### src/rtl/data_collector_if.sv
// Bundles the source-RAM read port and the downstream byte handshake of data_collector.
interface data_collector_if;
  logic [9:0] raddr;
  logic       read_en;
  logic [7:0] rdata;
  logic [7:0] tx_data;
  logic       tx_valid;
  logic       tx_ready;

  modport master (
    output raddr,
    output read_en,
    input  rdata,
    output tx_data,
    output tx_valid,
    input  tx_ready
  );

  modport slave (
    input  raddr,
    input  read_en,
    output rdata,
    input  tx_data,
    input  tx_valid,
    output tx_ready
  );
endinterface

### src/rtl/data_collector.sv
// Streams a header byte followed by MESSAGE_LENGTH_BYTE bytes read from a block RAM
// to a valid/ready byte transmitter, one RAM read per payload byte.
module data_collector #(
  parameter int unsigned MESSAGE_LENGTH_BYTE = 859,
  parameter int unsigned BASE_ADDR           = 0,
  parameter logic [7:0]  HEADER_BYTE         = 8'hA5
) (
  input  logic                    clk,
  input  logic                    rst_n,
  input  logic                    start_send,
  data_collector_if.master        bus,
  output logic                    busy,
  output logic                    done
);

  localparam logic [9:0] BASE10 = BASE_ADDR[9:0];
  localparam logic [9:0] LAST   = 10'(MESSAGE_LENGTH_BYTE - 1);

  typedef enum logic [2:0] {
    StIdle,
    StSendHeader,
    StFetch,
    StWaitRam,
    StSendByte,
    StDone
  } state_e;

  state_e     r_state;
  state_e     w_state_next;
  logic [9:0] r_counter;
  logic [7:0] r_tx_data;
  logic       w_last;

  assign w_last = (r_counter == LAST);

  always_ff @(posedge clk) begin
    if (!rst_n) begin
      r_state <= StIdle;
    end else begin
      r_state <= w_state_next;
    end
  end

  always_comb begin
    w_state_next = r_state;
    unique case (r_state)
      StIdle:       if (start_send) w_state_next = StSendHeader;
      StSendHeader: if (bus.tx_ready) w_state_next = StFetch;
      StFetch:      w_state_next = StWaitRam;
      StWaitRam:    w_state_next = StSendByte;
      StSendByte:   if (bus.tx_ready) w_state_next = w_last ? StDone : StFetch;
      StDone:       w_state_next = StIdle;
      default:      w_state_next = StIdle;
    endcase
  end

  // Byte counter and the tx_data holding register; tx_data only changes outside
  // the two offering states, so it is stable across any stall.
  always_ff @(posedge clk) begin
    if (!rst_n) begin
      r_counter <= '0;
      r_tx_data <= '0;
    end else begin
      unique case (r_state)
        StIdle: begin
          if (start_send) begin
            r_counter <= '0;
            r_tx_data <= HEADER_BYTE;
          end
        end
        StWaitRam: r_tx_data <= bus.rdata;
        StSendByte: begin
          if (bus.tx_ready && !w_last) r_counter <= r_counter + 10'd1;
        end
        default: ;
      endcase
    end
  end

  // Outputs are gated by rst_n so they read as idle for the whole reset window.
  always_comb begin
    bus.tx_valid = 1'b0;
    bus.read_en  = 1'b0;
    bus.raddr    = '0;
    busy         = 1'b0;
    done         = 1'b0;
    if (rst_n) begin
      busy = (r_state != StIdle);
      unique case (r_state)
        StSendHeader, StSendByte: bus.tx_valid = 1'b1;
        StFetch: begin
          bus.read_en = 1'b1;
          bus.raddr   = BASE10 + r_counter;
        end
        StDone:  done = 1'b1;
        default: ;
      endcase
    end
  end

  assign bus.tx_data = r_tx_data;

endmodule

### src/flat_wrapper.sv
// flat-port wrapper written by rule: the top's interface ports become plain ports
module data_collector_flat 
#(
  parameter int unsigned MESSAGE_LENGTH_BYTE = 859,
  parameter int unsigned BASE_ADDR           = 0,
  parameter logic [7:0]  HEADER_BYTE         = 8'hA5
)
  (clk, rst_n, start_send, busy, done, bus_raddr, bus_read_en, bus_rdata, bus_tx_data, bus_tx_valid, bus_tx_ready);
  data_collector_if bus_i ();
  input  logic clk;
  input  logic rst_n;
  input  logic start_send;
  output logic busy;
  output logic done;
  output wire logic [$bits(bus_i.raddr)-1:0] bus_raddr;
  output wire logic [$bits(bus_i.read_en)-1:0] bus_read_en;
  input wire logic [$bits(bus_i.rdata)-1:0] bus_rdata;
  output wire logic [$bits(bus_i.tx_data)-1:0] bus_tx_data;
  output wire logic [$bits(bus_i.tx_valid)-1:0] bus_tx_valid;
  input wire logic [$bits(bus_i.tx_ready)-1:0] bus_tx_ready;
  assign bus_raddr = bus_i.raddr;
  assign bus_read_en = bus_i.read_en;
  assign bus_i.rdata = bus_rdata;
  assign bus_tx_data = bus_i.tx_data;
  assign bus_tx_valid = bus_i.tx_valid;
  assign bus_i.tx_ready = bus_tx_ready;
  data_collector #(.MESSAGE_LENGTH_BYTE(MESSAGE_LENGTH_BYTE), .BASE_ADDR(BASE_ADDR), .HEADER_BYTE(HEADER_BYTE)) u_core (.clk(clk), .rst_n(rst_n), .start_send(start_send), .bus(bus_i), .busy(busy), .done(done));
endmodule
### config.mk
export PLATFORM = sky130hd
export DESIGN_NAME = data_collector_flat
export DESIGN_NICKNAME = d
export VERILOG_FILES = /design/src/rtl/data_collector_if.sv /design/src/rtl/data_collector.sv /design/src/flat_wrapper.sv
export SDC_FILE = /design/constraint.sdc
export NUM_CORES = 1
export LEC_CHECK = 0
export CAP_MARGIN = 0
export CORE_MARGIN = 4
export CORE_UTILIZATION = 40
export CTS_CLUSTER_DIAMETER = 30
export CTS_CLUSTER_SIZE = 12
export DETAILED_ROUTE_END_ITERATION = 7
export HOLD_SLACK_MARGIN = 0.06
export PLACE_DENSITY = 0.81
export SLEW_MARGIN = 10
export SYNTH_ARGS = -nofsm -noshare
export SYNTH_HDL_FRONTEND = slang
export SYNTH_SLANG_ARGS = --single-unit
### constraint.sdc
create_clock -name clk -period 1.52 [get_ports clk]
set_input_delay 0.228 -clock clk [delete_from_list [all_inputs] [get_ports clk]]
set_output_delay 0.228 -clock clk [all_outputs]
set_load 0.005 [all_outputs]
---- Word-level counts from Yosys, hierarchy flattened ----
Cells that the tools add are included.
cells by class
  $add $sub $neg .......................... 1
  multiply operators ...................... 0
  divide/modulo/power cells ............... 0
  $lt $le $gt $ge ......................... 0
  equality and inequality tests ........... 10
  shift-type cells ........................ 0
  muxes and demuxes ....................... 19
  bitwise operators ....................... 0
  reduce and logical (&&, ||, !) cells .... 10
operators by type and width
  kind                                                                     count
  10-bit 2-to-1 mux                                                        4
  10-bit case mux with 2 select lines                                      1
  8-bit case mux with 2 select lines                                       1
  3-bit case mux with 5 select lines                                       1
  3-bit 2-to-1 mux                                                         4
  10-bit by 1-bit adder with 10-bit output, second input constant          1
  10-bit == test, second input constant                                    1
  8-bit 2-to-1 mux                                                         1
  1-bit 2-to-1 mux                                                         7
  3-bit by 2-bit == test with 1-bit output, second input constant          2
  3-bit == test, second input constant                                     2
  2-bit inequality test, second input constant                             3
  3-bit AND reduction                                                      2
  2-bit nonzero test                                                       2
  3-bit by 1-bit == test with 1-bit output, second input constant          1
  3-bit zero test                                                          1
  3-bit nonzero test                                                       1
  2-bit by 1-bit inequality test with 1-bit output, second input constant  1
  2-bit AND reduction                                                      1
  2-bit OR reduction                                                       1
  1-bit logical AND                                                        1
  1-bit zero test                                                          1
word-level totals
  flip-flop bits (word level) ............. 21
  bits in latches ......................... 0
  RAM bits ................................ 0
  ROM bits ................................ 0
  input port bits ......................... 12
  output and inout port bits .............. 22
  logic and storage cells ................. 43
  memories kept ........................... 0

---- Logic depth before layout (Yosys ltp) ----
  depth after elaboration ................. 5
  gate-level depth with buffers ........... 6
  depth with buffers taken out ............ 6

---- Worst setup path before layout ----
OpenSTA, ideal clock, no wires.
  kind .................................... register -> register
  start ................................... register u_core.r_state[0]
  end ..................................... register u_core.r_counter[9]
  setup time .............................. 0.136 ns
  arrival time ............................ 1.473 ns
  required time ........................... 1.384 ns
  slack ................................... -0.089 ns
  stages on the path, launching flop included .. 6
  path buffers ............................ 1
  clock period less this slack ............ 1.609 ns
  path through ............................ dfxtp_1 or4b_1 buf_2 and4b_4 a21oi_4 o221ai_2
between the ends
  word-level cells in the longest chain between the ends .. 3
  elaborated cells between the ends (all ways) .. 7
  those cells by class .................... eq/ne: 3; mux: 1; reduce/logical: 3
RTL lines
  item                                                                                       line                  RTL
  start: declaration                                                                         data_collector.sv:28  state_e r_state;
  start signal: assignment                                                                   data_collector.sv:38  r_state <= StIdle;
  start signal: assignment                                                                   data_collector.sv:40  r_state <= w_state_next;
  3-bit == test / 3-bit zero test (equally long branches)                                    data_collector.sv:64  unique case (r_state)
  2-bit by 1-bit inequality test with 1-bit output (no source line) (tied with other cells)  --
  3-bit AND reduction (no source line)                                                       --
  end signal: assignment                                                                     data_collector.sv:73  if (bus.tx_ready && !w_last) r_counter <= r_counter + 10'd1;
  end: declaration                                                                           data_collector.sv:30  logic [9:0] r_counter;
Several ways; a longest one is shown, not always the timed one.
A chain may end at the register's enable or synchronous reset.

---- Worst setup path after layout ----
  start ................................... register u_core.r_counter[4]
  end ..................................... register u_core.r_counter[9]
between the ends
  word-level cells in the longest chain between the ends .. 5
  elaborated cells between the ends (all ways) .. 8
  those cells by class .................... add/sub: 1; eq/ne: 2; mux: 2; reduce/logical: 3
RTL lines
  item
  parallel branches: the longest is 5 deep, another holds 10-bit by 1-bit adder with 10-bit output
Several ways; the timed one is not identified. The select of a mux whose other input is x is not followed.

==> metrics <==
run status=complete, but fails checks; failing checks=setup timing; RSZ-0062 raised after global routing=true; minimum clock period=around 1.8 ns; initial drt markers=98; full die area=3960 um2; vias post-DR=~1.4k; DRC errors left=0; Crit Path Class=reg2reg; Root Buffer=clkbuf_4; cts hold-fix bufs=0; Clock Path Buffers=2; total gr overflow=0; startpoint types=flip-flop; clk_lat worst skew=approximately 0.31 ns; FFs w/ async S/R, synth=0; crit end category=flip-flop; Yosys warning count=0; Sequential Power Share=0.501; EDFF count, synth=0; Pint=838 uW; GP Congestion=0.901; Initial Utilization=0.427; CP Data Required Time=1.75 ns; Syn Inst Count=139; Layout area overhead=68.7%; Hold Fails Final Rpt=0; I/O Buffers=33; largest net degree at the start of global routing=22; Die W=62.9 um; count leader, synth=dfxtp_1; net switching power=330 uW; slowest stage cell, crit path=nor4_1; Worst Max-Slew Pin Slew=0.679 ns; filler instances=between 150 and 200; H-tree Lvls=1; post-layout util=0.720; CP Max Fanout=8; dpl cell area=1690 um2; multi-input logic area=897 um2; Total Wirelength=4720 um; post-synthesis sequential area ratio=0.348; post-synth top area share=0.348; CP top delay family=simple AND/OR/NAND/NOR gates; diode count=0; CTS tree=built; Clock transition at path regs=0.13 ns; Non-Filler Cell Area, Final=2040 um2; post-route ant nets=0; Sink Count=21; Peak VDD IR=0.000434 V; Pins Over Slew Limit=0; vias in the first global route=between 1k and 1.5k; Avg WL per Cell=20.4 um; Post-synth top cells=21 x dfxtp_1, 16 x nand2_1, 12 x and2_1; Final Cycle Share=1.21; Seq cells post-synth=21; CTS Buf Count=3; DR vias/cell=6.24; clock network power share=0.244; Worst EP arrival=2.07 ns; HPWL after DPL=~2500 um; FMAX=roughly 0.54 GHz; Seq. cell area=433 um2; first-pass GRT wire length=6650 um; Max Cap Violations=0; Total GRT Usage=0.209; Core Area=2830 um2; Max stage delay on crit path=0.62 ns; clock skew=0.00327 ns; ys flop type=dfxtp_1; R2R setup slack=-0.32 ns; Die Ht=62.9 um; num rows=19; Layout Nets=215; Synth Cell Area=1210 um2; num ports=34; Max-slew headroom=0.543; fraction of layout cells with a size suffix above 1=0.470; P_leak=about 0.00078 uW; Final Worst Setup Slack=-0.323 ns; first drt pass iteration count=4; worst hold path type=in2reg; post-synthesis cell type count=a little over 40; crit path buf inv count=0; antenna violations before repair=0; top area cells in the synthesized netlist=dfxtp_1 35%, and2_1 6.2%, nand2_1 5.0%, o221a_2 3.7%, a22oi_1 3.1%; crit path cell chain=nand3_1, nor4_1, nand4_1, o221ai_2; sw frac=0.282; setup violators final=23; cell taking the most area after synthesis=dfxtp_1; cell area power density=573 nW/um2; syn_area_per_cell=8.69 um2; Comb pwr share=0.255; syn nets=153
-- flip-flops by register name, indices dropped and copies added, names as in the netlist --
signal	count
u_core.bus.tx_data	8
u_core.r_state	3
u_core.r_counter	10
-- cell families (layout without fill, tap and decap cells) --
kind of cell | after synthesis | after routing | share of synthesized area
AND/OR/NAND/NOR | 70 | 70 | 0.356
AO/OA/AOI/OAI | 31 | 31 | 0.210
flip-flops | 21 | 21 | 0.348
buffers and inverters | 12 | 73 | 0.0404
adder cells (fa/ha/maj) | 2 | 2 | 0.0207
multiplexers | 2 | 2 | 0.0166
XOR/XNOR | 1 | 1 | 0.00726
-- path summary, 6_finish.rpt --
| check | end | cells after the start | from |
|---|---|---|---|
| hold reg to reg | u_core.r_counter[1] | 2 | u_core.r_counter[1] |
| setup / recovery | u_core.r_counter[9] | 4 | u_core.r_counter[4] |
| hold / removal | u_core.bus.tx_data[1] | 3 | rst_n |
| setup reg to reg | u_core.r_counter[9] | 4 | u_core.r_counter[4] |
-- layer usage --
layer	vias up	global-route usage	share of wire
li1	640	-	-
met1	686	0.261	0.40
met2	93	0.337	0.47
met3	22	0.0522	0.082
met4	0	0.0909	0.041
met5	-	0	0
-- power groups by stage --
| stage | registers [uW] | logic [uW] | clock network (uW) |
|---|---|---|---|
| finish | 585 | 298 | 285 |
| global route | 587 | 314 | 301 |
| CTS | 584 | 256 | 296 |
| detailed placement | 599 | 213 | 0 |
| global placement | 599 | 209 | 0 |
| floorplan | 594 | 103 | 0 |
-- worst reg2reg max path: stages, from the launching register on --
cell      delay [ns]
dfxtp_1         0.51
nand3_1         0.22
nor4_1          0.62
nand4_1         0.29
o221ai_2        0.14
-- metrics by stage --
| step | setup slack [ns] | hold WS, ns | setup TNS, ns | total power [uW] | std cells |
|---|---|---|---|---|---|
| 3_3_place_gp | -0.394 | 0.502 | -8.51 | 808 | 211 |
| 5_1_grt | -0.410 | 0.479 | -3.96 | 1200 | 231 |
| 2_1_floorplan | -0.0572 | 0.329 | -0.211 | 697 | 139 |
| 6_report | -0.323 | 0.471 | -2.57 | 1170 | 231 |
| 3_5_place_dp | -0.412 | 0.497 | -9.04 | 812 | 211 |
| 4_1_cts | -0.201 | 0.426 | -1.94 | 1140 | 226 |
-- final cells by class --
| class | count | share of cell area |
|---|---|---|
| clock buffers | 3 | 0.0111 |
| clock inverters | 1 | 0.00246 |
| inverters | 2 | 0.00369 |
| multi-input cells | 106 | 0.440 |
| flip-flops and latches | 21 | 0.213 |
| well taps | 31 | 0.0190 |
| repair buffers | 67 | 0.311 |
-- cells in the final DEF (no fill, tap or decap), drive strengths merged, types with 2 or more instances in the layout --
cell type | Yosys | final
nand3 | 7 | 7
o22ai | 2 | 2
a21oi | 5 | 5
inv | 2 | 2
nor2 | 3 | 3
o21ai | 4 | 4
and2 | 12 | 12
nand3b | 5 | 5
clkbuf | 7 | 3
a22oi | 5 | 5
o31ai | 2 | 2
a31oi | 3 | 3
buf | 3 | 48
and4b | 2 | 2
o221a | 5 | 5
mux2i | 2 | 2
and3b | 2 | 2
nor2b | 6 | 6
nor3b | 2 | 2
nand2 | 16 | 16
dfxtp | 21 | 21
clkdlybuf4s50 | 0 | 18
nand4 | 2 | 2
ha | 2 | 2
nor4 | 3 | 3
nor3 | 4 | 4
-- repair_timing --
item                                    in CTS  in global routing
setup buffers                               10                  7
gates resized for setup                     86                 34
endpoints found under the setup margin      26                 32
gates cloned                                 1                  0
pin swaps                                    7                  9
(Power assumes the default switching activity.)
